--- src/rtl/pyhdl_via_evt_pkg.sv ---
// rtl/pyhdl_via_evt_pkg.sv - shared header layout, event kinds, FSM states for the VIA event transmitter
package pyhdl_via_evt_pkg;

    localparam int HDR_KIND_LSB = 28;
    localparam int HDR_KIND_W   = 4;
    localparam int HDR_LEN_LSB  = 20;
    localparam int HDR_LEN_W    = 8;
    localparam int HDR_SEQ_LSB  = 16;
    localparam int HDR_SEQ_W    = 4;
    localparam int HDR_OBJ_LSB  = 0;
    localparam int HDR_OBJ_W    = 16;

    typedef enum logic [3:0] {
        KIND_COMPONENT = 4'd1,
        KIND_OBJECT    = 4'd2,
        KIND_PHASE     = 4'd3,
        KIND_USER      = 4'd15
    } evt_kind_e;

    typedef enum logic [1:0] {
        ST_IDLE,
        ST_HDR,
        ST_PAYLOAD,
        ST_TRAIL
    } tx_state_e;

    function automatic logic [31:0] pack_header(
        input logic [HDR_KIND_W-1:0] kind,
        input logic [HDR_LEN_W-1:0]  len,
        input logic [HDR_SEQ_W-1:0]  seq,
        input logic [HDR_OBJ_W-1:0]  obj_id
    );
        logic [31:0] hdr;
        hdr = '0;
        hdr[HDR_KIND_LSB +: HDR_KIND_W] = kind;
        hdr[HDR_LEN_LSB  +: HDR_LEN_W]  = len;
        hdr[HDR_SEQ_LSB  +: HDR_SEQ_W]  = seq;
        hdr[HDR_OBJ_LSB  +: HDR_OBJ_W]  = obj_id;
        return hdr;
    endfunction

endpackage

--- src/rtl/pyhdl_via_tx_outreg.sv ---
// rtl/pyhdl_via_tx_outreg.sv - registered valid/ready output stage (data + last)
module pyhdl_via_tx_outreg (
    input  logic        clock,
    input  logic        reset_n,
    input  logic        load,
    input  logic [31:0] load_data,
    input  logic        load_last,
    input  logic        tx_ready,
    output logic        tx_valid,
    output logic [31:0] tx_data,
    output logic        tx_last,
    output logic        free
);

    // The register may take a new word when it is empty or its word leaves this cycle.
    assign free = !tx_valid || tx_ready;

    // Output beat register; the caller only pulses load while free is high.
    always_ff @(posedge clock or negedge reset_n) begin
        if (!reset_n) begin
            tx_valid <= 1'b0;
            tx_data  <= '0;
            tx_last  <= 1'b0;
        end else if (load) begin
            tx_valid <= 1'b1;
            tx_data  <= load_data;
            tx_last  <= load_last;
        end else if (tx_ready) begin
            tx_valid <= 1'b0;
            tx_last  <= 1'b0;
        end
    end

endmodule

--- src/rtl/pyhdl_via_evt_tx.sv ---
// rtl/pyhdl_via_evt_tx.sv - frames VIA event descriptors and payload into header/payload/trailer beats
module pyhdl_via_evt_tx
    import pyhdl_via_evt_pkg::*;
#(
    parameter int MAX_LEN = 64,
    parameter int KIND_W  = 4
) (
    input  logic              clock,
    input  logic              reset_n,
    input  logic              evt_valid,
    output logic              evt_ready,
    input  logic [KIND_W-1:0] evt_kind,
    input  logic [15:0]       evt_obj_id,
    input  logic [7:0]        evt_len,
    input  logic              pl_valid,
    output logic              pl_ready,
    input  logic [31:0]       pl_data,
    output logic              tx_valid,
    input  logic              tx_ready,
    output logic [31:0]       tx_data,
    output logic              tx_last,
    output logic              err_oversize,
    output logic [15:0]       pkt_count,
    output logic [7:0]        drop_count
);

    localparam logic [7:0] MAX_LEN_B = 8'(MAX_LEN);

    tx_state_e   state;
    tx_state_e   state_nxt;
    logic [3:0]  seq;
    logic [31:0] checksum;
    logic [7:0]  remaining;
    logic [31:0] hdr_word;
    logic        out_free;
    logic        out_load;
    logic [31:0] out_data;
    logic        out_last;
    logic        evt_ok;
    logic        evt_bad;
    logic        pl_fire;
    logic        trail_fire;

    assign hdr_word = pack_header(evt_kind, evt_len, seq, evt_obj_id);

    pyhdl_via_tx_outreg u_outreg (
        .clock     (clock),
        .reset_n   (reset_n),
        .load      (out_load),
        .load_data (out_data),
        .load_last (out_last),
        .tx_ready  (tx_ready),
        .tx_valid  (tx_valid),
        .tx_data   (tx_data),
        .tx_last   (tx_last),
        .free      (out_free)
    );

    // FSM state register.
    always_ff @(posedge clock or negedge reset_n) begin
        if (!reset_n) begin
            state <= ST_IDLE;
        end else begin
            state <= state_nxt;
        end
    end

    // Next state, handshakes and output-register load selection.
    // The header is loaded on the accepting edge (the register is always empty in IDLE),
    // so HDR is the cycle the header sits on the bus while the first payload word or the
    // trailer may already be pulled in behind it.
    always_comb begin
        state_nxt  = state;
        evt_ready  = 1'b0;
        pl_ready   = 1'b0;
        evt_ok     = 1'b0;
        evt_bad    = 1'b0;
        pl_fire    = 1'b0;
        trail_fire = 1'b0;
        out_load   = 1'b0;
        out_data   = '0;
        out_last   = 1'b0;
        case (state)
            ST_IDLE: begin
                evt_ready = 1'b1;
                evt_ok    = evt_valid && (evt_len <= MAX_LEN_B);
                evt_bad   = evt_valid && (evt_len > MAX_LEN_B);
                if (evt_ok) begin
                    out_load  = 1'b1;
                    out_data  = hdr_word;
                    state_nxt = ST_HDR;
                end
            end
            ST_HDR, ST_PAYLOAD: begin
                if (remaining != 8'd0) begin
                    pl_ready  = out_free;
                    pl_fire   = pl_valid && out_free;
                    out_load  = pl_fire;
                    out_data  = pl_data;
                    state_nxt = ST_PAYLOAD;
                end else if (out_free) begin
                    out_load  = 1'b1;
                    out_data  = checksum;
                    out_last  = 1'b1;
                    state_nxt = ST_TRAIL;
                end
            end
            ST_TRAIL: begin
                trail_fire = tx_valid && tx_ready;
                if (trail_fire) begin
                    state_nxt = ST_IDLE;
                end
            end
            default: state_nxt = ST_IDLE;
        endcase
    end

    // Running checksum, word countdown, sequence and statistics counters.
    always_ff @(posedge clock or negedge reset_n) begin
        if (!reset_n) begin
            seq          <= '0;
            checksum     <= '0;
            remaining    <= '0;
            pkt_count    <= '0;
            drop_count   <= '0;
            err_oversize <= 1'b0;
        end else begin
            err_oversize <= evt_bad;
            if (evt_ok) begin
                checksum  <= hdr_word;
                remaining <= evt_len;
            end
            if (pl_fire) begin
                checksum  <= checksum ^ pl_data;
                remaining <= remaining - 8'd1;
            end
            if (trail_fire) begin
                seq       <= seq + 4'd1;
                pkt_count <= pkt_count + 16'd1;
            end
            if (evt_bad && drop_count != 8'hFF) begin
                drop_count <= drop_count + 8'd1;
            end
        end
    end

endmodule

--- config.mk ---
export PLATFORM = sky130hd
export DESIGN_NAME = pyhdl_via_evt_tx
export DESIGN_NICKNAME = d
export VERILOG_FILES = /design/src/rtl/pyhdl_via_evt_pkg.sv /design/src/rtl/pyhdl_via_tx_outreg.sv /design/src/rtl/pyhdl_via_evt_tx.sv
export SDC_FILE = /design/constraint.sdc
export NUM_CORES = 1
export LEC_CHECK = 0
export CELL_PAD_IN_SITES_DETAIL_PLACEMENT = 1
export CELL_PAD_IN_SITES_GLOBAL_PLACEMENT = 1
export CORE_ASPECT_RATIO = 0.8
export CORE_MARGIN = 4
export CORE_UTILIZATION = 35
export CTS_CLUSTER_SIZE = 20
export DETAILED_ROUTE_END_ITERATION = 8
export GPL_TIMING_DRIVEN = 0
export HOLD_SLACK_MARGIN = 0.06
export PLACE_DENSITY_LB_ADDON = 0.1
export SLEW_MARGIN = 20
export SYNTH_ARGS = -nofsm -noshare
export SYNTH_HDL_FRONTEND = slang
export SYNTH_SLANG_ARGS = --single-unit
--- constraint.sdc ---
create_clock -name clock -period 2.2 [get_ports clock]
set_input_delay 0.44 -clock clock [delete_from_list [all_inputs] [get_ports clock]]
set_output_delay 0.44 -clock clock [all_outputs]
set_load 0.1 [all_outputs]
---- Word level (Yosys, flattened, before mapping) ----
Index checks and enable logic that the tools add are counted.
word-level totals
  register bits ........................... 105
  latch bits .............................. 0
  RAM bits ................................ 0
  memory bits (read-only) ................. 0
  bits of input ports ..................... 65
  output and inout bits ................... 61
  memories ................................ 0
cells by class
  $add $sub $neg .......................... 4
  $mul .................................... 0
  divide/modulo/power cells ............... 0
  $lt $le $gt $ge ......................... 2
  equality and inequality tests ........... 7
  shifts and indexed selects .............. 0
  multiplexer cells ....................... 30
  bitwise logic cells ..................... 1
  reductions and logical operators ........ 13
operator list
  kind                   number
  $mux 32                5
  $pmux 32 s2            1
  $xor 32x32->32         1
  $add 16x1->16 const B  1
  $mux 1                 16
  $mux 8                 2
  $add 8x1->8 const B    1
  $gt 8x7->1 const B     1
  $le 8x7->1 const B     1
  $mux 2                 4
  $ne 8x8->1 const B     1
  $reduce_bool 8->1      1
  $sub 8x1->8 const B    1
  $pmux 2 s3             1
  $logic_and 1x1->1      5
  $add 4x1->4 const B    1
  $eq 2x2->1 const B     2
  $ne 2x2->1 const B     2
  $reduce_bool 2->1      2
  $ne 3x3->1 const B     1
  $reduce_and 3->1       1
  $eq 2x1->1 const B     1
  $logic_not 2->1        1
  $pmux 1 s2             1
  other kinds (3)        3

---- Logic depth before layout (Yosys ltp) ----
Gate-level depths: netlist of run 1.
  depth in word-level cells ............... 6
  mapped depth ............................ 10

---- Modules after synthesis ----
From an unflattened synthesis of run 1, not the netlist that was laid out.
second synthesis, totals
  cell total of the unflattened synthesis .. 604
  area total of the unflattened synthesis .. 5748.0 sq um
by module, submodules not included
  module               times used  cells each  area an instance (sq um)  sequential area each (sq um)
  pyhdl_via_evt_tx     1           530         4347.9                    1776.7
  pyhdl_via_tx_outreg  1           74          1400.1                    850.8

---- Worst setup path after synthesis of run 1 ----
Ideal clock, no wire load.
  path type ............................... register to output
  start ................................... register u_outreg.tx_valid
  end ..................................... output pl_ready
  arrival time ............................ 2534 ps
  setup slack ............................. -774 ps
  cell stages (with the launch flop) ...... 4
  path buffers ............................ 0
  cells stage by stage .................... dfrtp_1 > nand2b_1 > nand2_1 > nor2_1
on the way
  word-level cells in the longest chain between the ends .. 4
ends and longest elaborated chain
  element                 RTL line                   RTL
  start, declared         pyhdl_via_tx_outreg.sv:9   output logic tx_valid,
  start signal, assigned  pyhdl_via_tx_outreg.sv:21  tx_valid <= 1'b0;
  start signal, assigned  pyhdl_via_tx_outreg.sv:25  tx_valid <= 1'b1;
  start signal, assigned  pyhdl_via_tx_outreg.sv:29  tx_valid <= 1'b0;
  $logic_not 1->1         pyhdl_via_tx_outreg.sv:16  assign free = !tx_valid || tx_ready;
  $logic_or 1x1->1        pyhdl_via_tx_outreg.sv:16
  $mux 1                  pyhdl_via_evt_tx.sv:95     if (remaining != 8'd0) begin
  $mux 1                  pyhdl_via_evt_tx.sv:83     case (state)
  end, declared           pyhdl_via_evt_tx.sv:16     output logic pl_ready,
Every way passes these cells.

---- Final worst setup path of run 1 ----
  start ................................... register remaining[0]
  end ..................................... register checksum[1]
on the way
  word-level cells in the longest chain between the ends .. 4
  elaborated cells on any way between the ends .. 5
  classes of those cells .................. mux: 3; reduce/logical: 2
ends and longest elaborated chain
  element                                              RTL line                 RTL
  start, declared                                      pyhdl_via_evt_tx.sv:33   logic [7:0] remaining;
  start signal, assigned                               pyhdl_via_evt_tx.sv:131  remaining <= evt_len;
  start signal, assigned                               pyhdl_via_evt_tx.sv:135  remaining <= remaining - 8'd1;
  $reduce_bool 8->1 *                                  pyhdl_via_evt_tx.sv:95
  $mux 1 *                                             pyhdl_via_evt_tx.sv:95
  $mux 1 *                                             pyhdl_via_evt_tx.sv:83
  $mux 32 / $reduce_bool 2->1 (equally long branches)  n/a
  end signal, assigned                                 pyhdl_via_evt_tx.sv:130  checksum <= hdr_word;
  end signal, assigned                                 pyhdl_via_evt_tx.sv:134  checksum <= checksum ^ pl_data;
  end, declared                                        pyhdl_via_evt_tx.sv:32   logic [31:0] checksum;
Every way passes the cells marked *; elsewhere a longest branch is shown, timed or not.
A chain may end at the register's enable or synchronous reset.

==> metrics.md, run 1 <==
| Metric | Value |
|---|---|
| Tot GR Track Use | `24.4%` |
| Fmax | `391 MHz` |
| Die span in y | `roughly 120 um` |
| Worst Setup End Kind | `flip-flop` |
| CTS root buf | `clkbuf_16` |
| Worst R2R End | `checksum[1]$_DFFE_PN0P_` |
| Syn_area_per_cell | `9.75 sq um` |
| Row count | `40` |
| R2R cell count | `10` |
| Die width | `147 um` |
| Post-Syn Nets | `627` |
| Mapped Area | `0.00541 sq mm` |
| Placed cells | `roughly 890` |
| Syn-to-layout area delta | `58.6%` |
| Leak pwr | `between 3 and 4 nW` |
| # port buffers | `125` |
| Total gr overflow | `0` |
| Hold Crit Class | `reg -> reg` |
| Synth Warn # | `0` |
| Critical path arrival | `around 2.8 ns` |
| Share of layout cells above drive strength 1 | `28.1%` |
| Fin crit share | `116%` |
| Critical Path Sink | `checksum[1]$_DFFE_PN0P_` |
| CP Data Required Time | `2.44 ns` |
| Gate Count Post-Synth | `555` |
| Setup WS post-layout | `-0.359 ns` |
| Area post-placement | `between 0.006 and 0.007 sq mm` |
| First-pass GRT wire length | `33700 um` |
| Initial Util | `35.9%` |
| Clock skew | `approximately 0.0097 ns` |
| Yosys reg bits | `105` |
| Worst skew pair latency | `0.37 ns` |
| CTS max path bufs | `2` |
| Non-Filler Cell Area, Final | `0.00858 sq mm` |
| Count of cell types in the netlist | `51` |
| N_diodes | `0` |
| Max Cap Viol | `0` |
| Antenna Nets Post-Route | `0` |
| Clock-pin slew on the worst setup and hold paths | `0.07 ns` |
| Register area share after synthesis | `approximately 49%` |
| TritonCTS Buffers | `9` |
| Total chip power | `~16 mW` |
| Slew @ Worst Pin | `a little over 1 ns` |
| Worst slew margin | `approximately 31%` |
| # DRC | `0` |
| GP Congestion | `just under 0.9` |
| Failing checks | `negative setup slack` |
| Crit start category | `flip-flop` |
| Initial antenna violation count | `0` |
| Sink Count | `105` |
| Critical Path Start | `remaining[0]$_DFFE_PN0P_` |
| CTS tree | `built` |
| Pwr/cell area | `between 1500 and 2000 mW/mm^2` |
| R2r setup slk | `-0.36 ns` |
| Dpl hpwl | `13800 um` |
| Min Tclk post-route | `2.56 ns` |
| Final count of negative-setup-slack endpoints | `70` |
| Vias in the first global route | `6034` |
| Final Max Slew Viols | `0` |
| Pin count of the biggest net entering global routing | `73` |
| Die ar. | `0.0175 sq mm` |
| Peak supply drop | `977 uV` |
| Vias per inst | `between 5 and 6` |
| TritonRoute pass-1 iters | `6` |
| Wire per inst | `24.3 um` |
| Total routed wirelength | `23400 um` |
| Most frequent cells in the layout | `101 x dfrtp_1, 63 x nand3_1, 60 x clkdlybuf4s50_1` |
| R2R Path Start | `remaining[0]$_DFFE_PN0P_` |
| Core area | `between 0.015 and 0.02 sq mm` |
| Layout fillers | `between 1500 and 2000` |
| Crit Path Max Fanout | `6` |
| H-tree depth | `3` |
| Final std cells w/o fill | `about 960` |
| Unrepaired setup endpoints after global routing | `yes` |
| Most common library cell in the layout ignoring fill and taps | `dfrtp_1` |
| 1st-iter DRT viols | `365` |
| Final Hold Fails | `0` |
| Layout Nets | `821` |
| Critical path class | `reg -> reg` |
| Status | `finished with violations` |
| Hold slack | `around 0.48 ns` |
| Via count | `approximately 5600` |
| IO Count | `126` |
[per-stage QoR]
stage	utilization, %	TNS [ns]	setup WS (ns)
after floorplan	-	-0.00720	-0.00720
after global placement	46.1	-449.33	-4.16
after detailed placement	46.3	-58.49	-1.21
after CTS	52.6	-15.27	-0.320
after global routing	57.0	-19.24	-0.427
final	57.0	-13.39	-0.359
[flip-flops by register name, summed over array words and instances, names as in the netlist]
signal             cells
checksum              32
u_outreg.tx_data      32
pkt_count             16
drop_count             8
remaining              8
seq                    4
state                  2
err_oversize           1
u_outreg.tx_last       1
u_outreg.tx_valid      1
[power breakdown]
group / switching, mW / internal [mW]
clock: 0.801 / 1.00
sequential: 0.713 / 2.72
combinational: 7.08 / 3.65
[critical path, stage by stage (launching register included)]
cell,delay (ns)
dfrtp_1,0.40
inv_1,0.07
ha_2,0.17
or4b_4,0.54
buf_6,0.16
o2111ai_4,0.29
buf_6,0.17
buf_8,0.14
buf_6,0.11
o21ai_2,0.06
a221o_1,0.32
[area by class of cell]
| class | instances | area [sq um] | share of cell area, % |
|---|---|---|---|
| multi-input combinational | 400 | 2990 | 34.8 |
| sequential | 105 | 2630 | 30.7 |
| timing repair buffer | 189 | 1970 | 23.0 |
| buffer | 34 | 373 | 4.34 |
| tap | 210 | 263 | 3.06 |
| clock buffer | 10 | 229 | 2.67 |
| clock inverter | 6 | 90.1 | 1.05 |
| inverter | 10 | 37.5 | 0.437 |
[layer usage]
layer | GRT usage [%] | share of wire [%]
met1 | 32.4 | 43
met2 | 39.7 | 48
met3 | 6.31 | 5.9
met4 | 6.58 | 3.2
met5 | 0 | 0
[synth_stat cells (all sizes together)]
cell / number / area, sq um
nand3: 65 / 325
or3: 2 / 12.5
a311oi: 3 / 32.5
a221o: 29 / 290
mux2: 3 / 33.8
o21bai: 1 / 11.3
o2111ai: 2 / 35.0
nor4: 2 / 18.8
a31oi: 31 / 194
or2: 1 / 6.26
or4b: 1 / 10.0
nor3b: 26 / 195
buf: 20 / 156
a21o: 1 / 7.51
and3: 11 / 68.8
nand3b: 1 / 7.51
nand2b: 4 / 25.0
a221oi: 1 / 8.76
dfrtp: 105 / 2630
nor2: 44 / 168
inv: 10 / 37.5
o2111a: 1 / 12.5
o21ai: 69 / 353
a22oi: 2 / 15.0
o211ai: 1 / 7.51
o31ai: 1 / 7.51
xor2: 4 / 35.0
a32o: 2 / 20.0
a41oi: 1 / 8.76
o311ai: 1 / 8.76
clkbuf: 20 / 75.1
xnor2: 21 / 184
a31o: 1 / 8.76
nand4: 7 / 43.8
and4: 1 / 8.76
a32oi: 4 / 42.6
ha: 7 / 87.6
a21oi: 12 / 60.1
nand2: 29 / 109
and2: 1 / 6.26
nor3: 7 / 46.3
[kinds of logic (layout without fill, tap and decap cells)]
group / after synthesis / count (layout) / share of synthesized area, %
xor+xnor: 25 / 25 / 4.05
mux: 3 / 3 / 0.624
fa+ha+maj: 7 / 7 / 1.62
flops: 105 / 105 / 48.6
compound gates: 163 / 163 / 20.8
buf+inv: 50 / 249 / 4.97
simple gates: 202 / 202 / 19.4
[worst min path at each step]
| stage | endpoint | cells after the start | slack (ns) | from |
|---|---|---|---|---|
| global route | drop_count[5]$_DFFE_PN0P_ | 1 | 0.50 | drop_count[5]$_DFFE_PN0P_ |
| finish | drop_count[5]$_DFFE_PN0P_ | 1 | 0.48 | drop_count[5]$_DFFE_PN0P_ |
| floorplan | checksum[0]$_DFFE_PN0P_ | 0 | 0.14 | reset_n |
| detailed placement | u_outreg.tx_data[24]$_DFFE_PN0P_ | 1 | 0.36 | reset_n |
| global placement | pkt_count[15]$_DFFE_PN0P_ | 1 | 0.46 | pkt_count[15]$_DFFE_PN0P_ |
| CTS | pkt_count[15]$_DFFE_PN0P_ | 1 | 0.48 | pkt_count[15]$_DFFE_PN0P_ |
[timing repair]
item                       4_1_cts  5_1_grt
resized for setup              170      182
pin swaps                       14       44
hold buffers                     1        0
setup buffers                   31       26
setup endpoints to repair      144       85
hold endpoints to repair        33        0
gates cloned                     6        5
Note: power is estimated with default switching activity, not from simulation.
==> run 2: changes to the inputs <==
- CORE_UTILIZATION: 35 -> 41
- clock period: 2.2 -> 3.25 ns (I/O delays scaled with it)
==> run 2 against run 1 <==
Net effect:
- the run now ends clean
- critical path type is now in -> reg
- highest routed layer unchanged
- sequential cell count stayed put
- global-route usage is 1.5 points higher
- clock-buffer cell count shrank 1
- via count shrank 7.3%
- final area decreased by 16%
- cell count fell by 9.5%
- worst hold slack worse by 0.30 ns
==> metrics.md, run 2 (synthesized netlist as in run 1, its figures left out) <==
| Metric | Value |
|---|---|
| Non-Filler Cell Area, Final | `0.00722 sq mm` |
| Total routed wirelength | `approximately 19000 um` |
| Dpl hpwl | `13600 um` |
| Clock skew | `0.00782 ns` |
| Worst-path cell chain | `clkdlybuf4s50_1 -> nor4_2 -> a21oi_1 -> o2111ai_1 -> clkbuf_1 -> o21ai_0 -> a31oi_1` |
| Layout fillers | `1466` |
| Hold Crit Class | `in -> async` |
| WL met2 | `9070 um` |
| Tot GR Track Use | `25.8%` |
| Syn-to-layout area delta | `33.4%` |
| Most frequent cells in the layout | `123 x clkdlybuf4s50_1, 105 x dfrtp_1, 65 x nand3_1, 65 x o21ai_0, 43 x nor2_1` |
| Critical path arrival | `3.39 ns` |
| 1st-iter DRT viols | `between 300 and 400` |
| Most common library cell in the layout ignoring fill and taps | `clkdlybuf4s50_1` |
| Final count of negative-setup-slack endpoints | `0` |
| Min Tclk post-route | `~3.1 ns` |
| Row count | `37` |
| First-pass GRT wire length | `31300 um` |
| R2r setup slk | `0.48 ns` |
| Unrepaired setup endpoints after global routing | `no` |
| CTS tree | `built` |
| Pin count of the biggest net entering global routing | `71` |
| Worst skew pair latency | `0.35 ns` |
| Sink Count | `~110` |
| Clock-pin slew on the worst setup and hold paths | `0.08 ns` |
| Via count | `5235` |
| Total gr overflow | `0` |
| Die span in y | `approximately 110 um` |
| Fin crit share | `96.2%` |
| Worst slew margin | `33.4%` |
| Fmax | `320 MHz` |
| Die width | `136 um` |
| Critical path class | `in -> reg` |
| CTS root buf | `clkbuf_16` |
| N_diodes | `0` |
| CP max stage cell | `o2111ai_1` |
| Area post-placement | `slightly below 0.007 sq mm` |
| Core area | `0.0129 sq mm` |
| Max Cap Viol | `0` |
| Met1 WL | `8400 um` |
| Setup WS post-layout | `0.124 ns` |
| Antenna Nets Post-Route | `0` |
| Vias per inst | `6.00` |
| Die ar. | `0.0151 sq mm` |
| Highest routed layer | `met4` |
| Layout Nets | `764` |
| Placement Setup Slack | `-0.631 ns` |
| TritonRoute pass-1 iters | `5` |
| TritonCTS Buffers | `9` |
| Wire per inst | `21.7 um` |
| Met3 WL | `approximately 1200 um` |
| Slowest stage delay, CP | `just under 0.7 ns` |
| Slew @ Worst Pin | `0.996 ns` |
| Worst Setup End Kind | `flip-flop` |
| Initial antenna violation count | `0` |
| Final Hold Fails | `0` |
| CP bufs+invs | `2` |
| CP top delay family | `compound AO/OA/AOI/OAI gates` |
| # DRC | `0` |
| Initial Util | `42.0%` |
| Accumulated negative setup slack | `0 ns` |
| Share of layout cells above drive strength 1 | `7.89%` |
| CP Data Required Time | `about 3.5 ns` |
| Final Max Slew Viols | `0` |
| GP Congestion | `about 0.81` |
| IO Count | `126` |
| Status | `finished clean` |
| Crit start category | `input pin` |
| Vias in the first global route | `5798` |
| # port buffers | `125` |
| CTS max path bufs | `2` |
| Crit Path Max Fanout | `10` |
| Biggest regs | `checksum x32, u_outreg.tx_data x32, pkt_count x16` |
| H-tree depth | `3` |
==> run 2: timing repair <==
action,in CTS,in global routing
hold buffers,0,0
gates resized for setup,8,5
setup endpoints to repair,1,1
setup buffers,0,0
==> run 2: routing by layer <==
metal	up-vias	global-route usage (%)
met3	23	5.17
met1	2679	35.5
met5	-	0
met2	183	41.5
li1	2350	-
met4	0	6.98
==> run 2: layout make-up <==
type                            count  area, sq um  area share (%)
Sequential cell                   105         2630            36.4
Multi-Input combinational cell    400         2520            34.9
Timing Repair Buffer              126         1280            17.7
Buffer                             40          236            3.28
Clock buffer                        9          225            3.12
Tap cell                          175          219            3.03
Clock inverter                      7         75.1            1.04
Inverter                           10         37.5           0.520
==> run 2: path summary, 6_finish.rpt <==
kind                                           start                          endpoint  cells past startpoint
setup / recovery                          evt_len[3]  u_outreg.tx_data[30]$_DFFE_PN0P_                      7
min in group clock         pkt_count[15]$_DFFE_PN0P_         pkt_count[15]$_DFFE_PN0P_                      1
max in group asynchronous                    reset_n          checksum[19]$_DFFE_PN0P_                      2
setup reg to reg                state[0]$_DFFE_PN0P_  u_outreg.tx_data[30]$_DFFE_PN0P_                      8
hold / removal                               reset_n          checksum[27]$_DFFE_PN0P_                      1
hold reg to reg            pkt_count[15]$_DFFE_PN0P_         pkt_count[15]$_DFFE_PN0P_                      1
==> run 2: per-stage QoR <==
stage	util (%)	instances	hold slack, ns
after floorplan	-	555	0.354
after global placement	53.5	855	0.461
after detailed placement	53.7	856	0.462
after CTS	56.1	872	0.199
after global routing	56.1	872	0.205
final	56.1	872	0.183
Power of run 2 is not shown: default switching activity piles up to over one toggle a cycle in this logic, so the estimate is an artifact.
